**config.mk**
```make
export PLATFORM = sky130hd
export DESIGN_NAME = i2s_rx
export DESIGN_NICKNAME = d
export VERILOG_FILES = /design/src/rtl/i2s_pkg.sv /design/src/rtl/i2s_sync_edge.sv /design/src/rtl/i2s_rx.sv
export SDC_FILE = /design/constraint.sdc
export NUM_CORES = 1
export LEC_CHECK = 0
export CAP_MARGIN = 20
export CORE_ASPECT_RATIO = 0.7
export CORE_MARGIN = 3
export CORE_UTILIZATION = 50
export DETAILED_ROUTE_END_ITERATION = 12
export GPL_TIMING_DRIVEN = 0
export HOLD_SLACK_MARGIN = 0.1
export PLACE_DENSITY = 0.69
export SLEW_MARGIN = 30
export SYNTH_ARGS = -nofsm -noshare
export SYNTH_HDL_FRONTEND = slang
export SYNTH_SLANG_ARGS = --single-unit
export TNS_END_PERCENT = 100
```
**constraint.sdc**
```tcl
create_clock -name clk -period 1.88 [get_ports clk]
set_input_delay 0.376 -clock clk [delete_from_list [all_inputs] [get_ports clk]]
set_output_delay 0.376 -clock clk [all_outputs]
set_load 0.02 [all_outputs]
```
**src/rtl/i2s_pkg.sv**
```systemverilog
// Shared I2S receive definitions: deframer states, channel encoding, default word length.
`timescale 1ns/1ps
package i2s_pkg;

  typedef enum logic [1:0] {
    SYNC   = 2'd0,
    WAIT_L = 2'd1,
    LEFT   = 2'd2,
    RIGHT  = 2'd3
  } i2s_state_t;

  localparam int   I2S_FRAME_BITS_DEFAULT = 32;
  localparam logic LRCK_LEFT              = 1'b0;
  localparam logic LRCK_RIGHT             = 1'b1;

endpackage

```
**src/rtl/i2s_sync_edge.sv**
```systemverilog
// Multi-stage synchronizer for one edge-detected line plus WIDTH data lines.
// Latency: STAGES clk to data_out, rise one cycle wide; no backpressure (free-running).
`timescale 1ns/1ps
module i2s_sync_edge #(
  parameter int WIDTH  = 1,
  parameter int STAGES = 2
) (
  input  logic             clk,
  input  logic             reset_n,
  input  logic             edge_in,
  input  logic [WIDTH-1:0] data_in,
  output logic [WIDTH-1:0] data_out,
  output logic             rise
);

  // Bit 0 of every stage carries edge_in, upper bits carry data_in.
  logic [STAGES-1:0][WIDTH:0] stg;
  logic                       edge_prev;

  always_ff @(posedge clk or negedge reset_n) begin
    if (!reset_n) begin
      stg       <= '0;
      edge_prev <= 1'b0;
    end else begin
      stg       <= {stg[STAGES-2:0], {data_in, edge_in}};
      edge_prev <= stg[STAGES-1][0];
    end
  end

  assign data_out = stg[STAGES-1][WIDTH:1];
  assign rise     = stg[STAGES-1][0] & ~edge_prev;

endmodule

```
**src/rtl/i2s_rx.sv**
```systemverilog
// I2S receiver: deframes 64fs stereo words from asynchronous SCLK/LRCK/SDATA into left-aligned L/R samples.
// Latency: sample_valid <= SYNC_STAGES+2 clk after the right-word LSB; no backpressure, samples hold until next valid.
// I2S_RX_FRAMING_CHECK_EN adds frame_err / frame_err_cnt for words whose length differs from FRAME_BITS.
`timescale 1ns/1ps
module i2s_rx
  import i2s_pkg::*;
#(
  parameter int DATA_WIDTH  = 16,
  parameter int FRAME_BITS  = I2S_FRAME_BITS_DEFAULT,
  parameter int SYNC_STAGES = 2
) (
  input  logic                  clk,
  input  logic                  reset_n,
  input  logic                  i2s_sclk,
  input  logic                  i2s_lrck,
  input  logic                  i2s_sdata,
  output logic [DATA_WIDTH-1:0] sample_l,
  output logic [DATA_WIDTH-1:0] sample_r,
  output logic                  sample_valid,
  output logic                  locked
`ifdef I2S_RX_FRAMING_CHECK_EN
  ,
  output logic                  frame_err,
  output logic [7:0]            frame_err_cnt
`endif
);

  logic [1:0]            data_s;
  logic                  sclk_rise;
  logic                  lrck_s;
  logic                  sdata_s;
  logic                  lrck_prev;
  logic                  boundary;
  logic [5:0]            bit_cnt;
  logic [5:0]            bit_cnt_inc;
  logic [DATA_WIDTH-1:0] word;
  logic [DATA_WIDTH-1:0] word_next;
  logic [DATA_WIDTH-1:0] left_hold;
  logic                  load_left;
  logic                  load_pair;
  i2s_state_t            state_q;
  i2s_state_t            state_d;

  i2s_sync_edge #(
    .WIDTH  (2),
    .STAGES (SYNC_STAGES)
  ) u_sync (
    .clk      (clk),
    .reset_n  (reset_n),
    .edge_in  (i2s_sclk),
    .data_in  ({i2s_sdata, i2s_lrck}),
    .data_out (data_s),
    .rise     (sclk_rise)
  );

  assign lrck_s      = data_s[0];
  assign sdata_s     = data_s[1];
  assign boundary    = sclk_rise && (lrck_s != lrck_prev);
  assign bit_cnt_inc = (bit_cnt == 6'd63) ? bit_cnt : bit_cnt + 6'd1;

  // Only the first DATA_WIDTH bits land; later bits of a long word fall off.
  always_comb begin
    word_next = word;
    for (int i = 0; i < DATA_WIDTH; i++) begin
      if (int'(bit_cnt) == DATA_WIDTH - 1 - i) begin
        word_next[i] = sdata_s;
      end
    end
  end

  always_comb begin
    state_d   = state_q;
    load_left = 1'b0;
    load_pair = 1'b0;
    if (boundary) begin
      unique case (state_q)
        SYNC:   state_d = (lrck_s == LRCK_LEFT) ? LEFT : WAIT_L;
        WAIT_L: if (lrck_s == LRCK_LEFT) state_d = LEFT;
        LEFT: begin
          load_left = 1'b1;
          state_d   = RIGHT;
        end
        RIGHT: begin
          load_pair = 1'b1;
          state_d   = LEFT;
        end
        default: state_d = SYNC;
      endcase
    end
  end

  always_ff @(posedge clk or negedge reset_n) begin
    if (!reset_n) begin
      state_q <= SYNC;
    end else begin
      state_q <= state_d;
    end
  end

  always_ff @(posedge clk or negedge reset_n) begin
    if (!reset_n) begin
      lrck_prev    <= 1'b0;
      bit_cnt      <= '0;
      word         <= '0;
      left_hold    <= '0;
      sample_l     <= '0;
      sample_r     <= '0;
      sample_valid <= 1'b0;
      locked       <= 1'b0;
    end else begin
      sample_valid <= 1'b0;
      if (sclk_rise) begin
        lrck_prev <= lrck_s;
        if (boundary) begin
          word    <= '0;
          bit_cnt <= '0;
        end else begin
          word    <= word_next;
          bit_cnt <= bit_cnt_inc;
        end
      end
      if (load_left) begin
        left_hold <= word_next;
      end
      if (load_pair) begin
        sample_l     <= left_hold;
        sample_r     <= word_next;
        sample_valid <= 1'b1;
      end
      if (state_d == LEFT) begin
        locked <= 1'b1;
      end
    end
  end

`ifdef I2S_RX_FRAMING_CHECK_EN
  // At a boundary bit_cnt still holds the index of the LSB, so length = bit_cnt + 1.
  localparam logic [5:0] LAST_IDX = 6'(FRAME_BITS - 1);

  logic word_bad;
  assign word_bad = boundary && (state_q != SYNC) && (bit_cnt != LAST_IDX);

  always_ff @(posedge clk or negedge reset_n) begin
    if (!reset_n) begin
      frame_err     <= 1'b0;
      frame_err_cnt <= '0;
    end else begin
      frame_err <= word_bad;
      if (word_bad && frame_err_cnt != 8'hFF) begin
        frame_err_cnt <= frame_err_cnt + 8'd1;
      end
    end
  end
`endif

endmodule

```
Word level (Yosys, flattened, before mapping)
Index checks and enable logic that the tools add are counted.
{"block": "word_totals", "wordCells": 69, "ff_bits": 82, "output_inout_bits": 34}
{"block": "classes", "n_reduce_logical": 4, "n_bitwise": 2, "add_sub_neg": 1, "muxes": 28, "eq_ne": 22}
{"op": "$eq A6 B5 Y1 const B", "n": 8}
{"op": "$eq A6 B4 Y1 const B", "n": 4}
{"op": "$mux W1", "n": 21}
{"op": "$mux W16", "n": 1}
{"op": "$eq A6 B3 Y1 const B", "n": 2}
{"op": "$mux W6", "n": 2}
{"op": "$pmux W2 S4", "n": 1}
{"op": "$add A6 B1 Y6 const B", "n": 1}
{"op": "$eq A2 B2 Y1 const B", "n": 3}
{"op": "$eq A6 B2 Y1 const B", "n": 1}
{"op": "$eq A6 B6 Y1 const B", "n": 1}
{"op": "$logic_not A6 Y1", "n": 1}
{"op": "$mux W2", "n": 3}
{"op": "$eq A2 B1 Y1 const B", "n": 1}
{"op": "$logic_not A2 Y1", "n": 1}
{"op": "$ne A2 B2 Y1 const B", "n": 1}
{"op": "$reduce_and A2 Y1", "n": 1}
{"op": "$and A1 B1 Y1", "n": 1}
{"op": "$logic_and A1 B1 Y1", "n": 1}
{"op": "$ne A1 B1 Y1", "n": 1}
{"op": "$not A1 Y1", "n": 1}

Logic depth before layout (Yosys ltp)
Gate-level depths: netlist (run 1).
{"block": "logic_depth", "ltp_word": 5, "depth_mapped": 7, "ltp_nobuf": 5}

Cells and area by module
A second synthesis (run 1) with hierarchy kept.
{"block": "hier_totals", "hier_cells": 369, "area_unflattened_um2": 3967.6}
{"mod": "i2s_rx", "seq_area_each_um2": 1876.8, "cells_per_inst": 359, "area_per_inst_um2": 3763.6, "instances": 1}
{"mod": "i2s_sync_edge", "seq_area_each_um2": 175.2, "cells_per_inst": 10, "area_per_inst_um2": 203.9, "instances": 1}

Worst setup path before layout (run 1)
Ideal clock, no wire load.
{"block": "synth_path", "kind": "register -> register", "from": "reg bit_cnt[0]", "to": "reg left_hold[12]", "synth_period_minus_slack_ps": 1624, "setup_time_ps": 143, "slack_ps": 256, "n_path_buf": 0, "stages_incl_launch_ff": 5, "arrival_time_ps": 1481, "cell_sequence": "dfrtp_1 ha_1 or4b_1 o21ai_0 a31oi_1"}
{"block": "synth_between", "elab_chain_len": 2}
{"item": "start: declaration", "line_no": "i2s_rx.sv:34", "text": "logic [5:0] bit_cnt;"}
{"item": "start signal: assignment", "line_no": "i2s_rx.sv:119", "text": "bit_cnt <= bit_cnt_inc;"}
{"item": "$eq A6 B3 Y1", "line_no": "i2s_rx.sv:65", "text": "if (int'(bit_cnt) == DATA_WIDTH - 1 - i) begin"}
{"item": "$mux W1", "line_no": "i2s_rx.sv:65"}
{"item": "end signal: assignment", "line_no": "i2s_rx.sv:123", "text": "left_hold <= word_next;"}
{"item": "end: declaration", "line_no": "i2s_rx.sv:38", "text": "logic [DATA_WIDTH-1:0] left_hold;"}
No other way between the ends.
A chain may end at the register's enable or synchronous reset.

Worst setup path in the final report (run 1)
{"block": "layout_path", "from": "reg bit_cnt[4]", "to": "reg left_hold[10]"}
{"block": "layout_between", "elab_chain_len": 2}
{"item": "$eq A6 B4 Y1", "line_no": "i2s_rx.sv:65"}
{"item": "$mux W1", "line_no": "i2s_rx.sv:65"}
No other way between the ends.

==> impl_results.md, run 1 <==
- Wire length per cell: 20.4 um
- Clock buffer count from CTS: 9
- Ys flop type: dfrtp_1
- Top Family by Delay on Critical Path: buffers and inverters
- Crit path max fanout: 10
- CP max stage cell: nor4b_4
- Post-Syn Area per Cell: 10.7 um2
- Syn nets: 384
- Worst reg2reg path depth: 5
- Crit. End Element: register
- Detail Route Antenna Nets: 0
- Clock power share: 26.7%
- Compound-Gate Fraction of Synth Area: 18.5%
- Final setup viols: 0
- Fin. max-slew vios: 0
- Max_cap viols: 0
- Synth Area in Simple Gates: 17.0%
- Initial DRT Pass Iterations: 5
- Pin count of the biggest net entering global routing: 46
- Unrepaired setup endpoints after global routing: true
- Fraction of layout cells with a size suffix above 1: 20.4%
- Count of cell types in the netlist: 47
- HP Class: register to register
- Power Density: 1510 nW/um2
- Total track usage: 24.6%
- Root Driver: clkbuf_16
- Final Critical Period: 1.84 ns
- Fillers: ~600
- Most frequent cells in the layout: 80 x dfrtp_1, 38 x a21oi_1, 37 x clkdlybuf4s50_1
- Placement Setup Slack: -0.101 ns
- Post-synth EDFFs: 0
- Final instance area: 5030 um2
- Clock skew: 0.00716 ns
- Die area: 9140 um2
- Fin. Hold Viols: 0
- Hpwl dp: 7.18 mm
- Post-route DRC: 0
- Chip Height: ~81 um
- R2R Setup Slk: ~0.035 ns
- Main combinational cell family by area after synthesis: compound AO/OA/AOI/OAI gates
- Post-DR vias/cell: 6.43
- Io pins: 39
- Final wirelength: between 10 and 15 mm
- DR vias: between 3000 and 4000
- CP required: ~2.1 ns
- Fin crit share: 98.1%
- First-pass GRT wire length: 17.5 mm
- Routability cong.: 0.981
- R2R Path Start: bit_cnt[4]
- Initial antenna violation count: 0
- Critical path startpoint category: register
- Critical Path AT: about 2.1 ns
- Worst-Skew Late Latency: 0.34 ns
- Mux cell area share after synthesis: under 10%
- Core Rows: 26
- Status: complete, no violations
- Crit path launch: bit_cnt[4]
- Sequential Power Share: between 30% and 40%
- Starting density of the core: approximately 53%
- PortBufs: 38
- CTS Buffer Depth: 2
- Global route overflow: 0
- Peak VDD IR: 1.01 mV
- Combinational share of power: about 36%
- Crit path cell chain: clkbuf_1 -> clkbuf_4 -> nor4b_4 -> nand3_1 -> a31oi_1
- Inserted Diodes: 0
- Worst R2R End: left_hold[10]
- Core footprint: 7550 um2
- Final worst slack: 0.0353 ns
- XOR/XNOR share of the synthesized area: 1.09%
- CP Depth: 5
- CP Buf/Inv Count: 2
- Synth-to-layout area growth: 25.6%
- Internal Pwr Total: between 0.004 and 0.005 W
- Post-Layout Cell Count: 529
- Sequential share of the synthesized area: between 50 and 60%
- Worst Tran Pin Value: approximately 0.56 ns
- CP Capture Point: left_hold[10]
- Maximum clock rate: 0.542 GHz
- Starting DRT DRC Count: about 300
- Final net count: 435
- Synth warnings: 0
- Crit Path Category: register to register
- Vias in the first global route: between 3000 and 4000
- CTS tree: yes
- Placed insts: between 500 and 600
- Most common cell after layout, fill and taps aside: dfrtp_1
- Adder-cell share of the synthesized area: 1.25%
- Cells after Synth: 375
- Lkg Pwr: 2.10 nW
- CTS sink cnt: 82
- CP max stage delay: 0.41 ns
- Psw: 0.00262 W
- Die W: 113 um
- Max transition margin: 62.5%
- Post-synth ARST share: 100%
- Clock-pin slew on the worst setup and hold paths: 0.06 ns
- Final Util: 66.7%
- Sw Share: 34.6%
- H-tree depth: 3
- Synth Register Bits: 82
- Placed Instance Area: approximately 4500 um2
- Synthesized cell area: 4010 um2
-- cell usage after synthesis (2+ instances only) --
master      n  area, um2
dfrtp_1    82       2050
a21oi_1    38        190
a31oi_1    35        219
nand2_1    33        124
nand3_1    22        110
clkbuf_1   20       75.1
nand4_1    17        106
o2111ai_1  16        140
o21ai_0    16       80.1
mux2_4     12        180
buf_2       8       40.0
inv_1       5       18.8
nor3b_1     5       37.5
or3b_2      5       43.8
buf_6       4       45.0
ha_1        4       50.1
mux2_2      4       45.0
nor2b_1     4       25.0
or4b_1      4       40.0
and3_1      3       18.8
nand2b_1    3       18.8
nor4b_2     3       45.0
o211ai_1    3       22.5
a21o_1      2       15.0
and3b_1     2       17.5
and4b_1     2       20.0
buf_4       2       15.0
o21ai_1     2       10.0
-- layer usage --
metal  up-vias  share of wire (%)  GRT usage (%)
met5         -                  0              0
met4         0                1.1           6.72
met3        13                8.4           7.37
met2       151                 44           35.6
met1      1717                 46           36.2
li1       1523                  -              -
-- power by group through the flow --
| stage | clock network [W] | registers, W | logic, W |
|---|---|---|---|
| global placement | 0 | 0.00276 | 0.00260 |
| global route | 0.00213 | 0.00287 | 0.00297 |
| detailed placement | 0 | 0.00277 | 0.00264 |
| floorplan | 0 | 0.00310 | 0.00116 |
| finish | 0.00203 | 0.00280 | 0.00276 |
| CTS | 0.00204 | 0.00275 | 0.00268 |
-- final cells by class --
class                      count  area (um2)  share of cell area, %
clock buffer                  10         229                   4.55
multi-input combinational    253        1860                   36.9
clock inverter                 6         115                   2.29
sequential                    82        2050                   40.8
buffer                        33         199                   3.95
inverter                       5        18.8                  0.373
timing repair buffer          42         434                   8.63
tap                           98         123                   2.44
-- flip-flops by register name (all words and copies together), names as in the netlist, 2 cells and up --
name / cells
u_sync.data_out: 2
u_sync.stg: 4
sample_l: 16
left_hold: 16
bit_cnt: 6
word: 16
sample_r: 16
state_q: 2
-- cell families (layout without fill, tap and decap cells) --
family | count (synthesis) | count (layout)
adders and majority gates | 4 | 4
xor gates and xnor gates | 2 | 2
DFF | 82 | 82
AOI/OAI and AO/OA | 119 | 119
and+or+nand+nor | 112 | 112
muxes | 16 | 16
buffers and inverters | 40 | 96
-- through the flow --
stage	power [W]	setup TNS, ns	hold slack [ns]
final	0.00758	0	0.346
after global routing	0.00797	-0.263	0.356
after CTS	0.00748	0	0.348
after detailed placement	0.00541	-0.856	0.306
after global placement	0.00536	-206.72	0.333
after floorplan	0.00427	0	0.0804
-- repair_timing --
action	in CTS	in global routing
setup endpoints to repair	23	59
buffers inserted	0	2
hold buffers	1	0
cloned	0	0
pin swaps	0	2
gates resized for setup	13	39
endpoints found under the hold margin	37	0
-- worst min-delay path by stage --
| stage | from | endpoint | slack, ns | depth (start not counted) |
|---|---|---|---|---|
| 6_report | u_sync.stg[2] | u_sync.data_out[1] | 0.35 | 0 |
| 3_3_place_gp | u_sync.stg[1] | u_sync.data_out[0] | 0.33 | 0 |
| 5_1_grt | u_sync.stg[2] | u_sync.data_out[1] | 0.36 | 0 |
| 3_5_place_dp | reset_n | state_q[0] | 0.31 | 1 |
| 4_1_cts | u_sync.stg[2] | u_sync.data_out[1] | 0.35 | 0 |
| 2_1_floorplan | reset_n | bit_cnt[0] | 0.08 | 0 |
Note: power is estimated with default switching activity, not from simulation.
==> run 2, diff against run 1 <==
--- a/config.mk
+++ b/config.mk
@@ -6,13 +6,17 @@
 export NUM_CORES = 1
 export LEC_CHECK = 0
 export CAP_MARGIN = 20
+export CELL_PAD_IN_SITES_DETAIL_PLACEMENT = 0
+export CELL_PAD_IN_SITES_GLOBAL_PLACEMENT = 1
 export CORE_ASPECT_RATIO = 0.7
 export CORE_MARGIN = 3
-export CORE_UTILIZATION = 50
+export CORE_UTILIZATION = 45
 export DETAILED_ROUTE_END_ITERATION = 12
 export GPL_TIMING_DRIVEN = 0
 export HOLD_SLACK_MARGIN = 0.1
-export PLACE_DENSITY = 0.69
+export MAX_ROUTING_LAYER = met4
+export PLACE_DENSITY = 0.77
+export RECOVER_POWER = 25
 export SLEW_MARGIN = 30
 export SYNTH_ARGS = -nofsm -noshare
 export SYNTH_HDL_FRONTEND = slang
==> impl_results.md, run 2 (synthesis gave the netlist of run 1 again) <==
- Status: complete, no violations
- Fin. Hold Viols: 0
- Power Density: 1460 nW/um2
- Critical Path AT: 2.11 ns
- Peak VDD IR: 0.923 mV
- Fillers: just under 800
- Placed Instance Area: 4560 um2
- Worst Tran Pin Value: 1.08 ns
- Max transition margin: between 20 and 30%
- Crit path max fanout: 10
- Flip-flop and latch area: between 2000 and 2500 um2
- Routability cong.: 0.876
- Starting DRT DRC Count: approximately 360
- Core Rows: 28
- PortBufs: 38
- DR vias: ~3400
- Die W: 119 um
- Clock buffer count from CTS: 9
- Critical path startpoint category: register
- Synth-to-layout area growth: 23.8%
- Post-route DRC: 0
- CTS tree: yes
- Sw Share: 35.8%
- Inserted Diodes: 0
- Crit. End Element: register
- Total track usage: 23.6%
- Sequential Power Share: between 30% and 40%
- Clock-pin slew on the worst setup and hold paths: 0.06 ns
- Starting density of the core: 46.9%
- CTS sink cnt: between 80 and 90
- Initial DRT Pass Iterations: 5
- Root Driver: clkbuf_16
- CTS Buffer Depth: 2
- Final instance area: around 5000 um2
- Global route overflow: 0
- H-tree depth: 3
- Lkg Pwr: 2.06 nW
- Final net count: around 440
- Wire length per cell: around 20 um
- Combinational share of power: about 38%
- Final wirelength: 11.0 mm
- Clock power share: roughly a quarter
- Vias in the first global route: 3367
- Psw: around 0.0026 W
- Chip Height: 84.9 um
- Detail Route Antenna Nets: 0
- Final Critical Period: 1.85 ns
- Clock skew: roughly 0.0065 ns
- Internal Pwr Total: 0.00464 W
- Hpwl dp: between 7 and 8 mm
- Pin count of the biggest net entering global routing: 63
- Unrepaired setup endpoints after global routing: true
- Post-DR vias/cell: between 6 and 7
- Most frequent cells in the layout: 80 x dfrtp_1, 38 x a21oi_1, 35 x a31oi_1
- First-pass GRT wire length: 18.1 mm
- Io pins: 39
- Fin crit share: 98.3%
- Fin. max-slew vios: 0
- Crit Path Category: register to register
- CP required: approximately 2.1 ns
- Worst-Skew Late Latency: 0.34 ns
- HP Class: register to register
- Core footprint: 8550 um2
- Most common cell after layout, fill and taps aside: dfrtp_1
- Maximum clock rate: 0.541 GHz
- Die area: 10100 um2
- Final Util: 58.0%
- Initial antenna violation count: 0
- Area of the multi-input gates: between 1500 and 2000 um2
- Final setup viols: 0
- Fraction of layout cells with a size suffix above 1: 19.3%
- Max_cap viols: 0
## run 2: cell types whose count changed in the layout (fill, tap and decap cells not counted), moves of 3 or more
| cell | delta |
|---|---|
| clkdlybuf4s50_1 | -3 |
| ha_1 | +3 |
| ha_2 | -3 |
| dlygate4sd3_1 | +3 |
## run 2: through the flow
stage / total power (W) / hold slack (ns) / cells / TNS [ns] / setup slack (ns)
5_1_grt: 0.00763 / 0.367 / 550 / -4.47 / -0.118
3_5_place_dp: 0.00543 / 0.241 / 534 / -1.43 / -0.145
4_1_cts: 0.00718 / 0.347 / 550 / 0 / 0.00128
6_report: 0.00722 / 0.344 / 550 / 0 / 0.0315
3_3_place_gp: 0.00538 / 0.332 / 533 / -212.01 / -2.58
2_1_floorplan: 0.00427 / 0.0804 / 375 / 0 / 0.256
## run 2: what timing repair did
item,4_1_cts,5_1_grt
setup endpoints to repair,21,61
cloned,0,0
pin swaps,0,1
endpoints found under the hold margin,20,0
buffers inserted,0,1
resized for setup,10,36
hold buffers,1,0
## run 2: cell type report
class | count | share of cell area [%]
plain buffers | 34 | 4.04
well taps | 120 | 3.03
clock buffers | 10 | 4.62
multi-input cells | 253 | 36.8
flip-flops and latches | 82 | 41.4
inverters | 5 | 0.379
clock inverters | 5 | 1.14
repair buffers | 41 | 8.55
## run 2: worst paths after layout
path / from / endpoint / slack [ns] / cells past startpoint
max: bit_cnt[4] / left_hold[3] / 0.03 / 5
min: u_sync.stg[1] / u_sync.data_out[0] / 0.34 / 0
max reg2reg: bit_cnt[4] / left_hold[3] / 0.03 / 5
min reg2reg: u_sync.stg[1] / u_sync.data_out[0] / 0.34 / 0
max in group asynchronous: reset_n / sample_r[9] / 0.14 / 3
min in group asynchronous: reset_n / state_q[0] / 0.89 / 2
## run 2: power by group through the flow
stage	Sequential, W	Combinational, W	Clock [W]
6_report	0.00278	0.00272	0.00172
5_1_grt	0.00287	0.00292	0.00183
4_1_cts	0.00275	0.00269	0.00175
3_5_place_dp	0.00276	0.00267	0
3_3_place_gp	0.00275	0.00262	0
2_1_floorplan	0.00310	0.00116	0
## run 2: routing by layer
layer	global-route usage, %	vias to the layer above	part of all wire [%]
met5	-	-	0
met4	7.05	0	1.5
met3	4.93	14	6.5
met2	32.3	127	43
met1	35.3	1696	49
li1	-	1529	-
## run 2: critical path: stages (launching register included)
cell	delay [ns]
dfrtp_1	0.38
clkbuf_1	0.22
buf_2	0.26
nor3b_1	0.52
nand2_1	0.19
a31oi_1	0.20
==> run 3, diff against run 2 <==
--- a/config.mk
+++ b/config.mk
@@ -8,7 +8,7 @@
 export CAP_MARGIN = 20
 export CELL_PAD_IN_SITES_DETAIL_PLACEMENT = 0
 export CELL_PAD_IN_SITES_GLOBAL_PLACEMENT = 1
-export CORE_ASPECT_RATIO = 0.7
+export CORE_ASPECT_RATIO = 2
 export CORE_MARGIN = 3
 export CORE_UTILIZATION = 45
 export DETAILED_ROUTE_END_ITERATION = 12
==> impl_results.md, run 3 (synthesis gave the netlist of run 1 again) <==
- Io pins: 39
- Met3 track demand over resource: 3.40%
- Core Rows: 48
- Routability cong.: 0.926
- Initial DRT Pass Iterations: 4
- Hold endpoint: u_sync.stg[3]
- Post-route DRC: 0
- Core footprint: 8650 um2
- DR vias: 3295
- Starting DRT DRC Count: 230
- Status: complete, no violations
- Starting density of the core: 46.3%
- R2R Path Start: u_sync.data_out[1]
- WHS: roughly 0.35 ns
- Global route overflow: 0
- Worst reg2reg path depth: 5
- Clock skew: 0.00454 ns
- Worst-Skew Late Latency: 0.34 ns
- Wire length per cell: 20.6 um
- Fraction of layout cells with a size suffix above 1: 20.4%
- Crit Path Category: register to register
- Chip Height: approximately 140 um
- CTS tree: yes
- Post-DR vias/cell: 6.21
- Maximum clock rate: between 0.5 and 0.6 GHz
- Vias in the first global route: 3347
- Power Density: 1470 nW/um2
- Unrepaired setup endpoints after global routing: true
- Total track usage: 23.5%
- Root Driver: clkbuf_16
- Critical path startpoint category: register
- Lkg Pwr: 2.08 nW
- Worst R2R End: word[12]
- Final Critical Period: ~1.9 ns
- HP Class: register to register
- CP required: 2.16 ns
- Critical Path AT: 2.13 ns
- Most frequent cells in the layout: 80 x dfrtp_1, 38 x a21oi_1, 35 x a31oi_1
- Met2 Resource Use GR: between 40% and 50%
- Die area: 10100 um2
- Max transition margin: 56.2%
- Hpwl dp: around 8.0 mm
- Clock buffer count from CTS: 9
- Hold path start: u_sync.stg[0]
- Final net count: 436
- PortBufs: 38
- Final setup viols: 0
- Crit path max fanout: 10
- Max_cap viols: 0
- Inserted Diodes: 0
- Peak VDD IR: 0.560 mV
- Detail Route Antenna Nets: 0
- Most common cell after layout, fill and taps aside: dfrtp_1
- CTS Buffer Depth: 2
- Initial antenna violation count: 0
- Die W: between 70 and 80 um
- Setup TNS: 0 ns
- H-tree depth: 3
- Crit. End Element: register
- Fin. max-slew vios: 0
- Final worst slack: 0.0249 ns
- Worst Tran Pin Value: about 0.66 ns
- Fin. Hold Viols: 0
- Synth-to-layout area growth: 24.5%
- Placement Setup Slack: -0.176 ns
- First-pass GRT wire length: between 15 and 20 mm
- Final wirelength: 10.9 mm
- Pin count of the biggest net entering global routing: 59
- CTS sink cnt: 82
- Busiest grt layer: met2
- R2R Setup Slk: 0.02 ns
- Clock-pin slew on the worst setup and hold paths: 0.06 ns
- Hold path cells: 0
- Fin crit share: between 90 and 100%
- Met1 Use GR: 25.1%
run 3: changes by cell type in the layout (fill, tap and decap cells not counted), sizes merged:
cell / before / now
buf: 17 / 20
clkinv: 3 / 2
dlygate4sd2: 1 / 0
run 3: timing repair:
| item | CTS | global route |
|---|---|---|
| gates resized for setup | 10 | 36 |
| pin swaps | 1 | 2 |
| setup endpoints to repair | 34 | 51 |
| hold buffers | 1 | 0 |
| buffers inserted | 2 | 1 |
| endpoints found under the hold margin | 24 | 0 |
run 3: stage by stage:
stage	cells	util, %	total power, W	area, um2
after floorplan	375	-	0.00427	4010
after global placement	513	52.2	0.00536	4510
after detailed placement	514	52.5	0.00543	4540
after CTS	532	56.7	0.00728	4900
after global routing	531	57.6	0.00771	4980
final	531	57.6	0.00732	4980
run 3: worst max-delay path by stage:
stage / cells after the start / from / slack [ns] / end
after floorplan: 4 / bit_cnt[0] / 0.26 / left_hold[12]
after global placement: 1 / reset_n / -2.46 / u_sync.stg[1]
after detailed placement: 4 / bit_cnt[0] / -0.18 / left_hold[8]
after CTS: 5 / bit_cnt[4] / 0.001 / sample_r[5]
after global routing: 5 / bit_cnt[0] / -0.008 / sample_r[3]
final: 5 / u_sync.data_out[1] / 0.02 / word[12]
run 3: critical path, stage by stage (launching register included):
cell and delay [ns]:
dfrtp_1 0.53, and3b_1 0.20, clkbuf_1 0.29, buf_1 0.47
nand4_1 0.19, nand3_1 0.11
run 3: layout make-up:
| class | count | area, um2 |
|---|---|---|
| plain buffers | 33 | 193 |
| inverters | 5 | 18.8 |
| clock inverters | 4 | 51.3 |
| repair buffers | 43 | 432 |
| well taps | 100 | 125 |
| fillers | 793 | 3660 |
| clock buffers | 11 | 253 |
| flip-flops and latches | 82 | 2050 |
| multi-input cells | 253 | 1860 |
run 3: metal layers:
metal,vias up,part of all wire [%]
met1,1642,38
met4,0,4.0
met5,-,0
li1,1534,-
met3,32,3.3
met2,87,55
run 3: power breakdown:
group | internal (W) | total, W | switching, W
clock | 0.00109 | 0.00181 | 0.000713
sequential | 0.00236 | 0.00276 | 0.000399
combinational | 0.00130 | 0.00275 | 0.00145
total | 0.00475 | 0.00732 | 0.00257
